### config.mk
export PLATFORM = sky130hd
export DESIGN_NAME = set_assoc_cache_controller
export DESIGN_NICKNAME = d
export VERILOG_FILES = /design/src/rtl/set_assoc_cache_controller.sv
export SDC_FILE = /design/constraint.sdc
export NUM_CORES = 1
export LEC_CHECK = 0
export CAP_MARGIN = 20
export CORE_MARGIN = 3
export CORE_UTILIZATION = 43
export CTS_CLUSTER_SIZE = 14
export DETAILED_ROUTE_END_ITERATION = 8
export PLACE_DENSITY = 0.77
export SYNTH_ARGS = -nofsm -noshare
export SYNTH_HDL_FRONTEND = slang
export SYNTH_SLANG_ARGS = --single-unit
### constraint.sdc
create_clock -name clk -period 1.5 [get_ports clk]
set_input_delay 0.3 -clock clk [delete_from_list [all_inputs] [get_ports clk]]
set_output_delay 0.3 -clock clk [all_outputs]
set_load 0.1 [all_outputs]
### src/rtl/set_assoc_cache_controller.sv
// Control FSM for an N-way set-associative write-back/write-allocate cache.
// Picks a victim way, bursts dirty lines out and refills lines beat by beat.
module set_assoc_cache_controller #(
    parameter  int NUM_WAYS       = 2,
    parameter  int BEATS_PER_LINE = 4,
    localparam int BW = (BEATS_PER_LINE > 1) ? $clog2(BEATS_PER_LINE) : 1,
    localparam int WW = (NUM_WAYS > 1) ? $clog2(NUM_WAYS) : 1
) (
    input  logic                clk,
    input  logic                rst,
    input  logic                req_valid,
    input  logic                req_type,
    input  logic [NUM_WAYS-1:0] hit_way,
    input  logic [NUM_WAYS-1:0] valid_bits,
    input  logic [NUM_WAYS-1:0] dirty_bits,
    input  logic                req_ready_mem,
    output logic                req_valid_mem,
    input  logic                resp_valid_mem,
    output logic                resp_ready_mem,
    output logic                read_en_mem,
    output logic                write_en_mem,
    output logic [BW-1:0]       beat_idx,
    output logic [NUM_WAYS-1:0] way_sel,
    output logic                read_en_cache,
    output logic                write_en_cache,
    output logic                refill,
    output logic                done_cache,
    output logic                busy
);

    typedef enum logic [2:0] {
        IDLE,
        COMPARE,
        WRITE_BACK,
        WAIT_ALLOCATE,
        ALLOC_REQ,
        ALLOC_RESP,
        REFILL_DONE
    } state_t;

    state_t              state, next_state;
    logic                req_type_q;
    logic [NUM_WAYS-1:0] way_q;
    logic [BW-1:0]       beat_q;
    logic [WW-1:0]       rr_ptr;
    logic                from_rr_q;

    logic [NUM_WAYS-1:0] hit_sel;
    logic [NUM_WAYS-1:0] victim;
    logic                victim_from_rr;
    logic                victim_dirty;
    logic                last_beat;

    // Lowest-index priority for both hit selection and invalid-way victim search.
    always_comb begin
        hit_sel        = '0;
        victim         = '0;
        victim_from_rr = &valid_bits;
        for (int i = NUM_WAYS - 1; i >= 0; i--) begin
            if (hit_way[i]) begin
                hit_sel    = '0;
                hit_sel[i] = 1'b1;
            end
            if (!valid_bits[i]) begin
                victim    = '0;
                victim[i] = 1'b1;
            end
        end
        if (victim_from_rr) begin
            victim         = '0;
            victim[rr_ptr] = 1'b1;
        end
        victim_dirty = |(victim & valid_bits & dirty_bits);
    end

    assign last_beat = (beat_q == BW'(BEATS_PER_LINE - 1));

    always_ff @(posedge clk or posedge rst) begin
        if (rst) begin
            state <= IDLE;
        end else begin
            state <= next_state;
        end
    end

    always_comb begin
        next_state = state;
        case (state)
            IDLE:          if (req_valid) next_state = COMPARE;
            COMPARE: begin
                if (|hit_way)          next_state = IDLE;
                else if (victim_dirty) next_state = WRITE_BACK;
                else                   next_state = ALLOC_REQ;
            end
            WRITE_BACK:    if (req_ready_mem && last_beat) next_state = WAIT_ALLOCATE;
            WAIT_ALLOCATE: next_state = ALLOC_REQ;
            ALLOC_REQ:     if (req_ready_mem) next_state = ALLOC_RESP;
            ALLOC_RESP:    if (resp_valid_mem && last_beat) next_state = REFILL_DONE;
            REFILL_DONE:   next_state = IDLE;
            default:       next_state = IDLE;
        endcase
    end

    // Request type, selected way, burst beat counter and round-robin pointer.
    always_ff @(posedge clk or posedge rst) begin
        if (rst) begin
            req_type_q <= 1'b0;
            way_q      <= '0;
            beat_q     <= '0;
            rr_ptr     <= '0;
            from_rr_q  <= 1'b0;
        end else begin
            case (state)
                IDLE: if (req_valid) req_type_q <= req_type;
                COMPARE: begin
                    beat_q <= '0;
                    if (|hit_way) begin
                        way_q <= hit_sel;
                    end else begin
                        way_q     <= victim;
                        from_rr_q <= victim_from_rr;
                    end
                end
                WRITE_BACK: if (req_ready_mem) beat_q <= last_beat ? '0 : beat_q + BW'(1);
                ALLOC_RESP: if (resp_valid_mem) beat_q <= last_beat ? '0 : beat_q + BW'(1);
                REFILL_DONE: begin
                    if (from_rr_q) rr_ptr <= (rr_ptr == WW'(NUM_WAYS - 1)) ? '0 : rr_ptr + WW'(1);
                end
                default: ;
            endcase
        end
    end

    always_comb begin
        req_valid_mem  = 1'b0;
        resp_ready_mem = 1'b0;
        read_en_mem    = 1'b0;
        write_en_mem   = 1'b0;
        read_en_cache  = 1'b0;
        write_en_cache = 1'b0;
        refill         = 1'b0;
        done_cache     = 1'b0;
        way_sel        = way_q;
        beat_idx       = beat_q;
        busy           = (state != IDLE);
        case (state)
            COMPARE: begin
                if (|hit_way) begin
                    way_sel        = hit_sel;
                    done_cache     = 1'b1;
                    read_en_cache  = ~req_type_q;
                    write_en_cache = req_type_q;
                end
            end
            WRITE_BACK: begin
                req_valid_mem = 1'b1;
                write_en_mem  = req_ready_mem;
            end
            ALLOC_REQ: begin
                req_valid_mem = 1'b1;
                read_en_mem   = req_ready_mem;
            end
            ALLOC_RESP: begin
                resp_ready_mem = 1'b1;
                write_en_cache = resp_valid_mem;
            end
            REFILL_DONE: begin
                refill         = 1'b1;
                done_cache     = 1'b1;
                write_en_cache = req_type_q;
                read_en_cache  = ~req_type_q;
            end
            default: ;
        endcase
        if (NUM_WAYS == 1) way_sel = '1;
    end

endmodule

==> results of run 1 <==
[repair_timing]
action | 4_1_cts
hold endpoints to repair | 0
pin swaps | 4
buffers inserted | 6
resized for setup | 10
setup endpoints to repair | 11
[logic make-up after synthesis]
group	count (synthesis)
AO/OA/AOI/OAI	20
flip-flops	10
multiplexers	4
XOR/XNOR	1
AND/OR/NAND/NOR	27
adder cells (fa/ha/maj)	1
buffers and inverters	7
[metrics by stage]
step	utilization, %	hold slack (ps)	setup TNS, ps	cells
after floorplan	-	140	-2690	70
after detailed placement	87.0	490	-1540	121
after global placement	87.0	476	-1210	121
after CTS	94.4	336	-3540	131
==> qor.txt, run 1 <==
Outcome: stopped before the end
Last stage: 5_1_grt
Error message: [ERROR DPL-0033] detailed placement checks failed during check placement.
Boundary pin count: 25
Simple-Gate Fraction of Synth Area: 28.7%
DP Worst Slack: -307 ps
Commonest cells post-synth: dfrtp_1, a21oi_1, o21ai_0
Yosys top cell area share: 35.5%
Die W: 46.5 um
GPL Wtd Cong: 0.735
Initial antenna violation count: 0
Unique cell type count in the Yosys netlist: 36
Hold_buf cts: 0
Die Ht: 46.5 um
Bufs on Longest Clock Path: 2
Post-synthesis mux area share: 6.03%
Combinational family with the most area after synthesis: simple AND/OR/NAND/NOR gates
Area leader, netlist: dfrtp_1
Mapped Cells: 70
H-tree levels: 1
Ranking of synthesized cells by area: dfrtp_1, and3b_1, a21oi_1, and4bb_2, o21ai_0
Seq/Total Area, Yosys: 35.5%
Asr flop ratio synth: 100%
Worst ep type: output port
Ys Warns: 0
Sink Count: 10
Starting Density: 49.9%
Worst EP post-GRT repair: read_en_cache
# rows: 13
Top-count cell post-synth: dfrtp_1
Largest net degree at the start of global routing: 13
Post-Syn Area: 706 um^2
Number of synthesized flops with an enable pin: 0
Post-Syn Nets: 83
Compound-cell area share of the yosys netlist: 20.4%
Inserted Clock Buffers: 3
CTS root buf: clkbuf_4
Syn Area/Cell: 10.1 um^2
Post-synthesis adder-cell area fraction: 1.77%
Instance area at placement: 1230 um^2
IO buf count: 24
Ys flop type: dfrtp_1
Synthesized flop and latch total: 10
Detailed placement HPWL: 1640 um
Xor/xnor share of the synthesized area: 1.24%
==> inputs of run 2 (changes only) <==
Settings changed: CORE_AREA set to 3 3 64 66, CORE_MARGIN 3 to unset, CORE_UTILIZATION 43 to unset, CTS_CLUSTER_SIZE 14 to unset, DIE_AREA set to 0 0 67 69, PLACE_DENSITY 0.77 to unset, PLACE_DENSITY_LB_ADDON set to 0.15.
==> run 2 against run 1 <==
Against the previous run: the flow now finishes, with violations (setup timing); synthesized cell count unchanged; area after synthesis unchanged.
==> qor.txt, run 2 <==
Outcome: finished, violations left
Failing checks: setup timing
Die Ht: 69 um
Commonest cells post-synth: dfrtp_1, a21oi_1, o21ai_0
Yosys top cell area share: 35.5%
Ant. Diodes: 0
Top-count cell post-synth: dfrtp_1
Critical path, cell by cell: or3b_4 -> o21bai_4 -> and2b_4 -> buf_12
Worst setup SP type: register
Layout fillers: 354
Mapped Cells: 70
Boundary pin count: 25
Final setup vio count: 13
Unique cell type count in the Yosys netlist: 36
Hold Vio Cnt, Final: 0
Ys Warns: 0
Setup TNS: -2680 ps
Max Cap Viol: 0
Fin. max-slew vios: 0
Area leader, netlist: dfrtp_1
CP peak stage delay: 410 ps
Fin crit share: 123%
Core Footprint: 3630 um^2
Sequential power share: 13.6%
Worst reg2reg setup slack: -30 ps
DP Worst Slack: -289 ps
Post-Syn Nets: 83
Arrival @ worst endpoint: 1540 ps
Initial DRC count: 10
Global-route wire length before repair: 3570 um
CTS tree: yes
Post-DRT Antenna Nets: 0
Launch point of the worst reg-to-reg path: state[1]
Commonest non-fill, non-tap cell in the layout: buf_4
Internal: 1.66 mW
Grt ovf: 0
R2r endpoint: beat_idx[1]
Commonest cells after routing, fill and taps aside: buf_4, buf_12, clkdlybuf4s50_1, dfrtp_1, buf_6
Worst-Skew Late Latency: 240 ps
Die W: 67 um
Synthesized flop and latch total: 10
GPL Wtd Cong: 0.736
Power share of the clock group: 9.0%
Asr flop ratio synth: 100%
Post-Syn Area: 706 um^2
Largest Register: state
Psw: 1.59 mW
Vias in the first global route: 779
Critical Path Sink Type: primary output
Via count: 717
Placed Cells: 157
Instance area at placement: 1310 um^2
Area Overhead vs Synth: 107%
Ys flop type: dfrtp_1
Number of cells on the worst reg-to-reg path: 6
# rows: 22
Drt first pass iters: 4
Logic pwr share: 77.3%
Syn Area/Cell: 10.1 um^2
Layout Skew: 4.38 ps
Crit Path Class: reg -> out
Seq/Total Area, Yosys: 35.5%
Inserted Clock Buffers: 3
Bufs on Longest Clock Path: 2
Peak VDD IR: 1.17 mV
Sink Count: 10
NumNets Final: 135
Worst EP required: 1200 ps
CP bufs+invs: 1
H-tree levels: 1
CTS root buf: clkbuf_8
IO buf count: 24
Tot GR Track Use: 9.73%
Worst setup margin: -344 ps
Fmax: 0.542 GHz
Initial antenna violation count: 0
Area of the die: 4620 um^2
Hold/Removal Path Class: in -> async
Residual DRC count: 0
Sw frac: 48.9%
Ranking of synthesized cells by area: dfrtp_1, and3b_1, a21oi_1, and4bb_2, o21ai_0
CP top delay family: simple AND/OR/NAND/NOR gates
CP max stage cell: or3b_4
Minimum period implied by the final worst setup slack: 1840 ps
Detailed placement HPWL: 1520 um
Clock slew at reported path FFs: 50 ps
Final wirelength: 1990 um
Routed len/inst: 11.8 um
Share of cells above drive strength 1: 53.7%
CP max FO: 4
RSZ-0062 raised after global routing: yes
Number of synthesized flops with an enable pin: 0
Max reg flops: 3
Starting Density: 19.4%
Power per Cell Area: 2220 nW/um^2
Hold_buf cts: 0
Worst slew pin tran: 416 ps
Final cell count without fillers: 169
Crit path launch: state[0]
Largest net degree at the start of global routing: 11
Worst slew margin: 72.2%
Leakage: 0.622 nW
Design area: 1460 um^2
DR vias/cell: 4.24
[run 2: cell counts after synthesis]
No cell type changed its count.
[run 2: worst max path at each step]
stage | end | slack [ps] | depth (start not counted)
2_1_floorplan | read_en_cache | -720 | 4
3_3_place_gp | read_en_cache | -280 | 6
3_5_place_dp | read_en_cache | -290 | 6
4_1_cts | way_sel[0] | -370 | 5
5_1_grt | way_sel[0] | -420 | 5
6_report | read_en_cache | -340 | 4
[run 2: layer usage]
| layer | GRT usage [%] | up-vias | share of wire (%) |
|---|---|---|---|
| li1 | - | 362 | - |
| met5 | 0 | - | 0 |
| met3 | 3.26 | 2 | 5.0 |
| met1 | 13.3 | 337 | 46 |
| met2 | 15.1 | 16 | 49 |
| met4 | 1.35 | 0 | 0.40 |
[run 2: kinds of logic after synthesis]
logic type / count (synthesis) / synth area share (%)
flops: 10 / 35.5
compound gates: 20 / 20.4
simple gates: 27 / 28.7
fa+ha+maj: 1 / 1.77
xor+xnor: 1 / 1.24
buf+inv: 7 / 6.38
mux: 4 / 6.03
[run 2: power groups by stage]
stage	Clock (mW)	Combinational (mW)	Sequential, mW
5_1_grt	0.323	2.64	0.458
3_3_place_gp	0	2.31	0.445
4_1_cts	0.312	2.54	0.444
3_5_place_dp	0	2.31	0.446
6_report	0.294	2.51	0.443
2_1_floorplan	0	1.40	0.541
[run 2: layout make-up]
type / count / area (um^2) / share of cell area [%]
Multi-Input combinational cell: 53 / 479 / 32.7
Clock buffer: 4 / 45.0 / 3.08
Tap cell: 48 / 60.1 / 4.10
Inverter: 3 / 11.3 / 0.769
Sequential cell: 10 / 253 / 17.3
Timing Repair Buffer: 51 / 616 / 42.1
[run 2: what timing repair did]
action | CTS | global route
buffers inserted | 8 | 1
pin swaps | 5 | 5
hold endpoints to repair | 0 | 0
endpoints found under the setup margin | 11 | 15
resized for setup | 12 | 2
gates cloned | 0 | 0
[run 2: metrics by stage]
stage | util (%) | total power [mW] | hold WS [ps]
after CTS | 40.1 | 3.29 | 373
after global placement | 36.0 | 2.76 | 484
after floorplan | - | 1.94 | 140
after global routing | 40.3 | 3.42 | 426
after detailed placement | 36.0 | 2.76 | 481
final | 40.3 | 3.25 | 354
No activity file was read; power rests on OpenSTA's default activity.
==> inputs of run 3 (changes only) <==
Settings changed: GPL_ROUTABILITY_DRIVEN set to 0.
==> results of run 3 <==
No change in the layout: final DEF, timing and power equal those of run 2.
